File: src/rtl/bpm_pkg.sv
// Shared definitions for the BPM measurement pipeline: the sequencer state
// encoding, the default result width and the default rate constants.
package bpm_pkg;

  localparam int DEF_CLK_FREQ_HZ      = 10_000_000;
  localparam int DEF_SAMPLE_RATE_HZ   = 100;
  localparam int DEF_WINDOW_SAMPLES   = 1000;
  localparam int DEF_CALC_TIMEOUT_CYC = 100_000;
  localparam int DEF_BPM_WIDTH        = 8;
  localparam int FIFO_DEPTH           = 1024;

  typedef enum logic [1:0] {
    S_IDLE    = 2'd0,
    S_FLUSH   = 2'd1,
    S_ACQUIRE = 2'd2,
    S_CALC    = 2'd3
  } bpm_state_t;

endpackage

File: src/rtl/bpm_tick_gen.sv
// Sample-rate divider: counts 0..DIV-1 while enabled and wraps; o_tick is
// high while the count sits at DIV-1. i_clr restarts the count at 0.
module bpm_tick_gen #(
  parameter int DIV = 10
) (
  input  logic clk,
  input  logic rst,
  input  logic i_clr,
  input  logic i_en,
  output logic o_tick
);

  localparam int CW = (DIV > 1) ? $clog2(DIV) : 1;
  localparam logic [CW-1:0] CNT_LAST = CW'(DIV - 1);

  logic [CW-1:0] r_cnt;

  // Divider count: synchronous clear wins, otherwise wrap at DIV-1.
  always_ff @(posedge clk or posedge rst) begin
    if (rst) begin
      r_cnt <= '0;
    end else if (i_clr) begin
      r_cnt <= '0;
    end else if (i_en) begin
      if (r_cnt == CNT_LAST) begin
        r_cnt <= '0;
      end else begin
        r_cnt <= r_cnt + CW'(1);
      end
    end else begin
      r_cnt <= r_cnt;
    end
  end

  assign o_tick = (r_cnt == CNT_LAST);

endmodule

File: src/rtl/bpm_measure_ctrl.sv
// BPM measurement sequencer: flush FIFO, capture a window of samples at the
// sample rate, run the BPM calculator and publish the result.
// Optional feature macro: BPM_CTRL_TIMEOUT_EN bounds the wait in CALC.
module bpm_measure_ctrl
  import bpm_pkg::*;
#(
  parameter int CLK_FREQ_HZ      = DEF_CLK_FREQ_HZ,
  parameter int SAMPLE_RATE_HZ   = DEF_SAMPLE_RATE_HZ,
  parameter int WINDOW_SAMPLES   = DEF_WINDOW_SAMPLES,
  parameter int CALC_TIMEOUT_CYC = DEF_CALC_TIMEOUT_CYC,
  parameter int BPM_WIDTH        = DEF_BPM_WIDTH
) (
  input  logic                 clk,
  input  logic                 rst,
  input  logic                 en,
  input  logic                 check_req,
  input  logic                 fifo_full,
  output logic                 fifo_clr,
  output logic                 fifo_wr_en,
  output logic                 calc_start,
  input  logic                 calc_done,
  input  logic [BPM_WIDTH-1:0] calc_bpm,
  output logic [BPM_WIDTH-1:0] bpm_latest,
  output logic                 bpm_ready,
  output logic                 busy,
  output logic                 err_overflow,
  output logic                 err_timeout
);

  localparam int DIV = CLK_FREQ_HZ / SAMPLE_RATE_HZ;
  localparam int SW  = $clog2(WINDOW_SAMPLES + 1);
  localparam logic [SW-1:0] SAMPLE_LAST = SW'(WINDOW_SAMPLES - 1);

  // Elaboration-time parameter sanity.
  if (DIV < 2 || (DIV * SAMPLE_RATE_HZ) != CLK_FREQ_HZ) begin : g_bad_div
    $error("bpm_measure_ctrl: clock/sample-rate ratio must be an integer >= 2");
  end
  if (WINDOW_SAMPLES < 1 || WINDOW_SAMPLES > FIFO_DEPTH) begin : g_bad_win
    $error("bpm_measure_ctrl: window must fit in the sample FIFO");
  end
  if (CALC_TIMEOUT_CYC < 1) begin : g_bad_to
    $error("bpm_measure_ctrl: calculator timeout must be at least one cycle");
  end

  bpm_state_t           r_state;
  logic [SW-1:0]        r_sample_cnt;
  logic                 r_fifo_clr;
  logic                 r_calc_start;
  logic                 r_bpm_ready;
  logic [BPM_WIDTH-1:0] r_bpm_latest;
  logic                 r_err_overflow;
  logic                 w_tick;

  bpm_tick_gen #(.DIV(DIV)) u_tick_gen (
    .clk    (clk),
    .rst    (rst),
    .i_clr  (r_state == S_FLUSH),
    .i_en   (r_state == S_ACQUIRE),
    .o_tick (w_tick)
  );

`ifdef BPM_CTRL_TIMEOUT_EN
  localparam int TW = $clog2(CALC_TIMEOUT_CYC + 1);
  localparam logic [TW-1:0] TO_LAST = TW'(CALC_TIMEOUT_CYC - 1);
  logic [TW-1:0] r_to_cnt;
  logic          r_err_timeout;
`endif

  // Sequencer FSM with its sample counter, result latch and sticky flags.
  always_ff @(posedge clk or posedge rst) begin
    if (rst) begin
      r_state        <= S_IDLE;
      r_sample_cnt   <= '0;
      r_fifo_clr     <= 1'b0;
      r_calc_start   <= 1'b0;
      r_bpm_ready    <= 1'b0;
      r_bpm_latest   <= '0;
      r_err_overflow <= 1'b0;
`ifdef BPM_CTRL_TIMEOUT_EN
      r_to_cnt       <= '0;
      r_err_timeout  <= 1'b0;
`endif
    end else begin
      r_fifo_clr   <= 1'b0;
      r_calc_start <= 1'b0;
      r_bpm_ready  <= 1'b0;
      case (r_state)
        S_IDLE: begin
          if (check_req && en) begin
            r_err_overflow <= 1'b0;
`ifdef BPM_CTRL_TIMEOUT_EN
            r_err_timeout  <= 1'b0;
`endif
            r_fifo_clr     <= 1'b1;
            r_state        <= S_FLUSH;
          end else begin
            r_state <= S_IDLE;
          end
        end
        S_FLUSH: begin
          if (!en) begin
            r_state <= S_IDLE;
          end else begin
            r_sample_cnt <= '0;
            r_state      <= S_ACQUIRE;
          end
        end
        S_ACQUIRE: begin
          if (!en) begin
            r_state <= S_IDLE;
          end else if (w_tick) begin
            if (fifo_full) begin
              r_err_overflow <= 1'b1;
              r_state        <= S_IDLE;
            end else if (r_sample_cnt == SAMPLE_LAST) begin
              r_calc_start <= 1'b1;
`ifdef BPM_CTRL_TIMEOUT_EN
              r_to_cnt     <= '0;
`endif
              r_state      <= S_CALC;
            end else begin
              r_sample_cnt <= r_sample_cnt + SW'(1);
            end
          end else begin
            r_state <= S_ACQUIRE;
          end
        end
        S_CALC: begin
          if (!en) begin
            r_state <= S_IDLE;
          end else if (calc_done) begin
            r_bpm_latest <= calc_bpm;
            r_bpm_ready  <= 1'b1;
            r_state      <= S_IDLE;
`ifdef BPM_CTRL_TIMEOUT_EN
          end else if (r_to_cnt == TO_LAST) begin
            r_err_timeout <= 1'b1;
            r_state       <= S_IDLE;
          end else begin
            r_to_cnt <= r_to_cnt + TW'(1);
          end
`else
          end else begin
            r_state <= S_CALC;
          end
`endif
        end
        default: begin
          r_state <= S_IDLE;
        end
      endcase
    end
  end

  // The write strobe must see fifo_full and en in the tick cycle itself.
  assign fifo_wr_en   = (r_state == S_ACQUIRE) && w_tick && en && !fifo_full;
  assign fifo_clr     = r_fifo_clr;
  assign calc_start   = r_calc_start;
  assign bpm_ready    = r_bpm_ready;
  assign bpm_latest   = r_bpm_latest;
  assign busy         = (r_state != S_IDLE);
  assign err_overflow = r_err_overflow;
`ifdef BPM_CTRL_TIMEOUT_EN
  assign err_timeout  = r_err_timeout;
`else
  assign err_timeout  = 1'b0;
`endif

endmodule

File: config.mk
export PLATFORM = sky130hd
export DESIGN_NAME = bpm_measure_ctrl
export DESIGN_NICKNAME = d
export VERILOG_FILES = /design/src/rtl/bpm_pkg.sv /design/src/rtl/bpm_tick_gen.sv /design/src/rtl/bpm_measure_ctrl.sv
export SDC_FILE = /design/constraint.sdc
export NUM_CORES = 1
export LEC_CHECK = 0
export BUFFER_PORTS_ARGS = -buffer_cell sky130_fd_sc_hd__buf_2
export CAP_MARGIN = 25
export CORE_MARGIN = 2
export CORE_UTILIZATION = 45
export DETAILED_ROUTE_END_ITERATION = 8
export HOLD_SLACK_MARGIN = 0.1
export PLACE_DENSITY = 0.68
export SLEW_MARGIN = 20
export SYNTH_ARGS = -nofsm -noshare
export SYNTH_HDL_FRONTEND = slang
export SYNTH_SLANG_ARGS = --single-unit
File: constraint.sdc
create_clock -name clk -period 3.2 [get_ports clk]
set_input_delay 0.32 -clock clk [delete_from_list [all_inputs] [get_ports clk]]
set_output_delay 0.32 -clock clk [all_outputs]
set_load 0.01 [all_outputs]
# Word level (Yosys, flattened, before mapping)
# Index checks and enable logic that the tools add are counted.
# classes
addsub	2
eq_ne	13
muxes	33
reduce_logical	12
# op_table
cell	count
2-to-1 mux 17 bit	3
2-to-1 mux 10 bit	5
one-hot mux 10 bit (2 select lines)	1
adder 17 x 1 -> 17 bit, second input constant	1
== test 17 bit, second input constant	1
2-to-1 mux 1 bit	15
2-to-1 mux 2 bit	7
!= test 2 bit, second input constant	7
adder 10 x 1 -> 10 bit, second input constant	1
== test 10 bit, second input constant	1
one-hot mux 2 bit (4 select lines)	1
AND reduction 6 bit	1
nonzero test 2 bit	3
!= test 5 bit, second input constant	1
AND reduction 5 bit	1
== test 2 bit, second input constant	2
logical AND 1 bit	4
AND reduction 3 bit	1
== test 2 x 1 -> 1 bit, second input constant	1
zero test 2 bit	1
one-hot mux 1 bit (2 select lines)	1
zero test 1 bit	1
# word_totals
regBits	41
elab_cells	68

# Depth between registers and ports, before layout
# logic_depth
ltp_word	6
mapped_depth	8

# Cells and area by module
# A second synthesis with hierarchy kept.
# hier_totals
cells_unflattened	226
area_unflattened_um2	2138.3
# modules_own_cells
module	instances	cells_each	area_per_inst_um2	seq_area_each_um2
bpm_measure_ctrl	1	126	1169.9	600.6
bpm_tick_gen	1	100	968.4	425.4

# Least setup slack after synthesis
# OpenSTA, ideal clock, no wires.
# synth_timing
path_kind	reg-to-reg
start	register u_tick_gen.r_cnt[6]
end	register r_sample_cnt[3]
arrival_ns	2.100
t_required_ns	3.074
path_slack_ns	0.974
path_stages_with_launch	6
path_buffers	0
period_less_slack_ns	2.226
path_cell_list	dfrtp_1 -> or4b_1 -> or3_4 -> nor4b_4 -> a31oi_2 -> a221o_1
# synth_between
elab_chain_len	3
# synth_rtl
element	line	text
start: declaration	bpm_tick_gen.sv:16	logic [CW-1:0] r_cnt;
start signal: assignment	bpm_tick_gen.sv:28	r_cnt <= r_cnt + CW'(1);
start signal: assignment	bpm_tick_gen.sv:31	r_cnt <= r_cnt;
== test 17 bit	bpm_tick_gen.sv:35	assign o_tick = (r_cnt == CNT_LAST);
!= test 2 bit (no line)	--	
AND reduction 6 bit (no line)	--	
end signal: assignment	bpm_measure_ctrl.sv:122	r_sample_cnt <= r_sample_cnt + SW'(1);
end: declaration	bpm_measure_ctrl.sv:46	logic [SW-1:0] r_sample_cnt;
# Every way passes these cells.
# A chain may end at the register's enable or synchronous reset.

# Worst setup path in the final report
# layout_timing
start	register u_tick_gen.r_cnt[6]
end	output port fifo_wr_en
# layout_between
elab_chain_len	4
# layout_rtl
element	line	text
== test 17 bit	bpm_tick_gen.sv:35	
logical AND 1 bit (3 in a row)	bpm_measure_ctrl.sv:156	assign fifo_wr_en = (r_state == S_ACQUIRE) && w_tick && en && !fifo_full;
end: declaration	bpm_measure_ctrl.sv:19	output logic fifo_wr_en,
# Every way passes these cells.

==> summary.md <==
| Metric | Value |
|---|---|
| Asr flop ratio synth | `100%` |
| DR vias | `1695` |
| ANT nets after route | `0` |
| Clk buf depth | `2` |
| Worst-Margin Slew | `0.831 ns` |
| Seq/Total Area, Yosys | `46.6%` |
| H-tree depth | `2` |
| Worst reg-to-reg setup slack | `0.74 ns` |
| Worst slack, placed | `0.760 ns` |
| DIE WIDTH | `73.9 um` |
| Layout Cells excl Fill | `314` |
| RSZ-0062 raised after global routing | `no` |
| CTS tree | `done` |
| Final slew viol count | `0` |
| Setup_tns | `0 ns` |
| Worst Setup EP | `fifo_wr_en` |
| Syn_nets | `237` |
| IO buf count | `27` |
| Vias/cell | `5.40` |
| Final WS setup | `0.633 ns` |
| Drt pass-1 iters | `4` |
| Avg Cell Area, Syn | `10.1 um^2` |
| Worst setup SP type | `flop` |
| Core footprint | `0.00472 mm^2` |
| CP endpoint kind | `output port` |
| Initial core utilization | `46.6%` |
| TritonCTS Buffers | `5` |
| Site row count | `25` |
| Leakage | `1.21 nW` |
| Die Area | `0.00546 mm^2` |
| Final period util | `80.2%` |
| Final setup fails | `0` |
| Crit-path max FO | `5` |
| First-pass GRT wire length | `7500 um` |
| CP required | `2.88 ns` |
| Placed Cells | `306` |
| Area grow syn2layout | `13.2%` |
| Most common cell after layout, fill and taps aside | `dfrtp_1` |
| Max transition margin | `44.6%` |
| Hpwl dp | `3270 um` |
| F_max | `390 MHz` |
| Most frequent cells in the layout | `41 x dfrtp_1, 27 x buf_2, 21 x nor2_1, 17 x nand2_1, 14 x nand3_1` |
| Boundary Pins | `29` |
| Synth Flop Type | `dfrtp_1` |
| Reg2reg path depth | `5` |
| DRT iter0 DRCs | `202` |
| Setup bufs post-CTS | `0` |
| Syn. warnings | `0` |
| Sequential Area | `0.00103 mm^2` |
| Final Hold Fails | `0` |
| Routed len/inst | `14.2 um` |
| Multi-input logic area | `0.00110 mm^2` |
| Tmin final | `2.57 ns` |
| Gr ovfl total | `0` |
| Initial antenna violation count | `0` |
| Final WL | `4460 um` |
| Crit Path Class | `reg2out` |
| Crit path from | `u_tick_gen.r_cnt[6]` |
| Post-synth EDFFs | `0` |
| PnR Total Power | `0.00104 W` |
| Flops & latches, synth | `41` |
| Fillcell total | `426` |
| Worst Path Arrival | `2.25 ns` |
| Peak supply drop | `0.000210 V` |
| Hold_buf cts | `0` |
| Antenna Cells | `0` |
| Clk root buf | `clkbuf_8` |
| RR Startpoint | `u_tick_gen.r_cnt[6]` |
| GPL Wtd Cong | `0.775` |
| Total global-route track usage | `18.1%` |
| Fraction of layout cells with a size suffix above 1 | `23.1%` |
| Synth Instances | `217` |
| Fin nets | `266` |
| Number of global-route vias before repair | `1551` |
| Clk_lat worst skew | `0.30 ns` |
| Hold crit path type | `in2async` |
| Die height | `73.9 um` |
| P per Cell Area | `418 mW/mm^2` |
| CTS Sinks | `41` |
| Final routed DRC violation total | `0` |
| Post_cts resized | `0` |
| Clock skew | `0.0105 ns` |
| Largest net degree at the start of global routing | `23` |
| Max-Cap Viols | `0` |
| Capturing point of the worst reg2reg path | `r_sample_cnt[3]` |
| Synthesized cell area | `0.00220 mm^2` |
| Clock slew at reported path FFs | `0.08 ns` |
| Status | `finished clean` |
| Distinct cells, synth | `54` |
## critical path: stages, from the launching register on
cell and delay [ns]:
dfrtp_1 0.42, or4b_1 0.56, or3_4 0.43, nor4_1 0.34, buf_2 0.20
## layer usage
| layer | part of all wire [%] | GRT usage (%) | vias to the layer above |
|---|---|---|---|
| li1 | - | - | 842 |
| met1 | 49 | 25.8 | 801 |
| met2 | 45 | 26.6 | 47 |
| met3 | 4.8 | 4.94 | 5 |
| met4 | 1.1 | 6.26 | 0 |
| met5 | 0 | 0 | - |
## worst min-delay path by stage
stage | endpoint
finish | u_tick_gen.r_cnt[11]
global route | u_tick_gen.r_cnt[10]
global placement | bpm_latest[4]
floorplan | bpm_latest[0]
CTS | u_tick_gen.r_cnt[10]
detailed placement | bpm_latest[4]
## cells by family after synthesis
family | count (synthesis) | share of synthesized area [%]
mux | 13 | 6.43
simple gates | 95 | 24.1
xor+xnor | 12 | 4.78
fa+ha+maj | 6 | 3.41
flops | 41 | 46.6
other cells | 1 | 0.170
compound gates | 32 | 11.1
buf+inv | 17 | 3.36
## sequential cells by signal (all words and copies together) (netlist names)
| signal | cells |
|---|---|
| bpm_latest | 8 |
| bpm_ready | 1 |
| calc_start | 1 |
| err_overflow | 1 |
| fifo_clr | 1 |
| r_sample_cnt | 10 |
| r_state | 2 |
| u_tick_gen.r_cnt | 17 |
## cell type report
type	count	area share, %
clock buffers	6	3.32
clock inverters	2	0.553
inverters	11	1.66
flip-flops and latches	41	41.2
repair buffers	28	5.73
multi-input cells	159	44.2
well taps	67	3.37
## metrics by stage
| step | hold WS [ns] | area (um^2) | util (%) |
|---|---|---|---|
| after floorplan | 0.471 | 2200 | - |
| after global placement | 0.483 | 2390 | 50.7 |
| after detailed placement | 0.487 | 2390 | 50.7 |
| after CTS | 0.209 | 2490 | 52.7 |
| after global routing | 0.233 | 2490 | 52.7 |
| final | 0.168 | 2490 | 52.7 |
## synth_stat cells (2+ instances only)
| master | instances | share of area (%) |
|---|---|---|
| o311ai_0 | 2 | 0.80 |
| a21o_2 | 2 | 0.80 |
| buf_2 | 2 | 0.46 |
| dfrtp_1 | 41 | 47 |
| nor3_1 | 9 | 2.0 |
| nand3_1 | 14 | 3.2 |
| buf_4 | 2 | 0.68 |
| mux2_2 | 9 | 4.6 |
| and4_2 | 2 | 0.91 |
| nor4_1 | 3 | 0.85 |
| xor2_1 | 7 | 2.8 |
| nand2b_1 | 3 | 0.85 |
| o211ai_1 | 3 | 1.0 |
| ha_1 | 6 | 3.4 |
| o21ai_0 | 4 | 0.91 |
| and3_1 | 5 | 1.4 |
| o41ai_1 | 2 | 0.80 |
| nor2_1 | 21 | 3.6 |
| a21o_1 | 2 | 0.68 |
| nand2_1 | 17 | 2.9 |
| nand4_1 | 4 | 1.1 |
| o22ai_1 | 2 | 0.57 |
| nand3b_1 | 2 | 0.68 |
| mux2i_1 | 4 | 1.8 |
| clkbuf_1 | 2 | 0.34 |
| xnor2_1 | 5 | 2.0 |
| and2_1 | 2 | 0.57 |
| a21oi_1 | 3 | 0.68 |
| inv_1 | 11 | 1.9 |
| o31ai_1 | 2 | 0.68 |
## power by group
part	internal [W]	switching (W)	leakage [nW]
clock	0.000175	0.000179	0.0512
combinational	0.0000467	0.0000626	0.598
sequential	0.000547	0.0000302	0.556
total	0.000768	0.000272	1.21
Note: power is estimated with default switching activity, not from simulation.
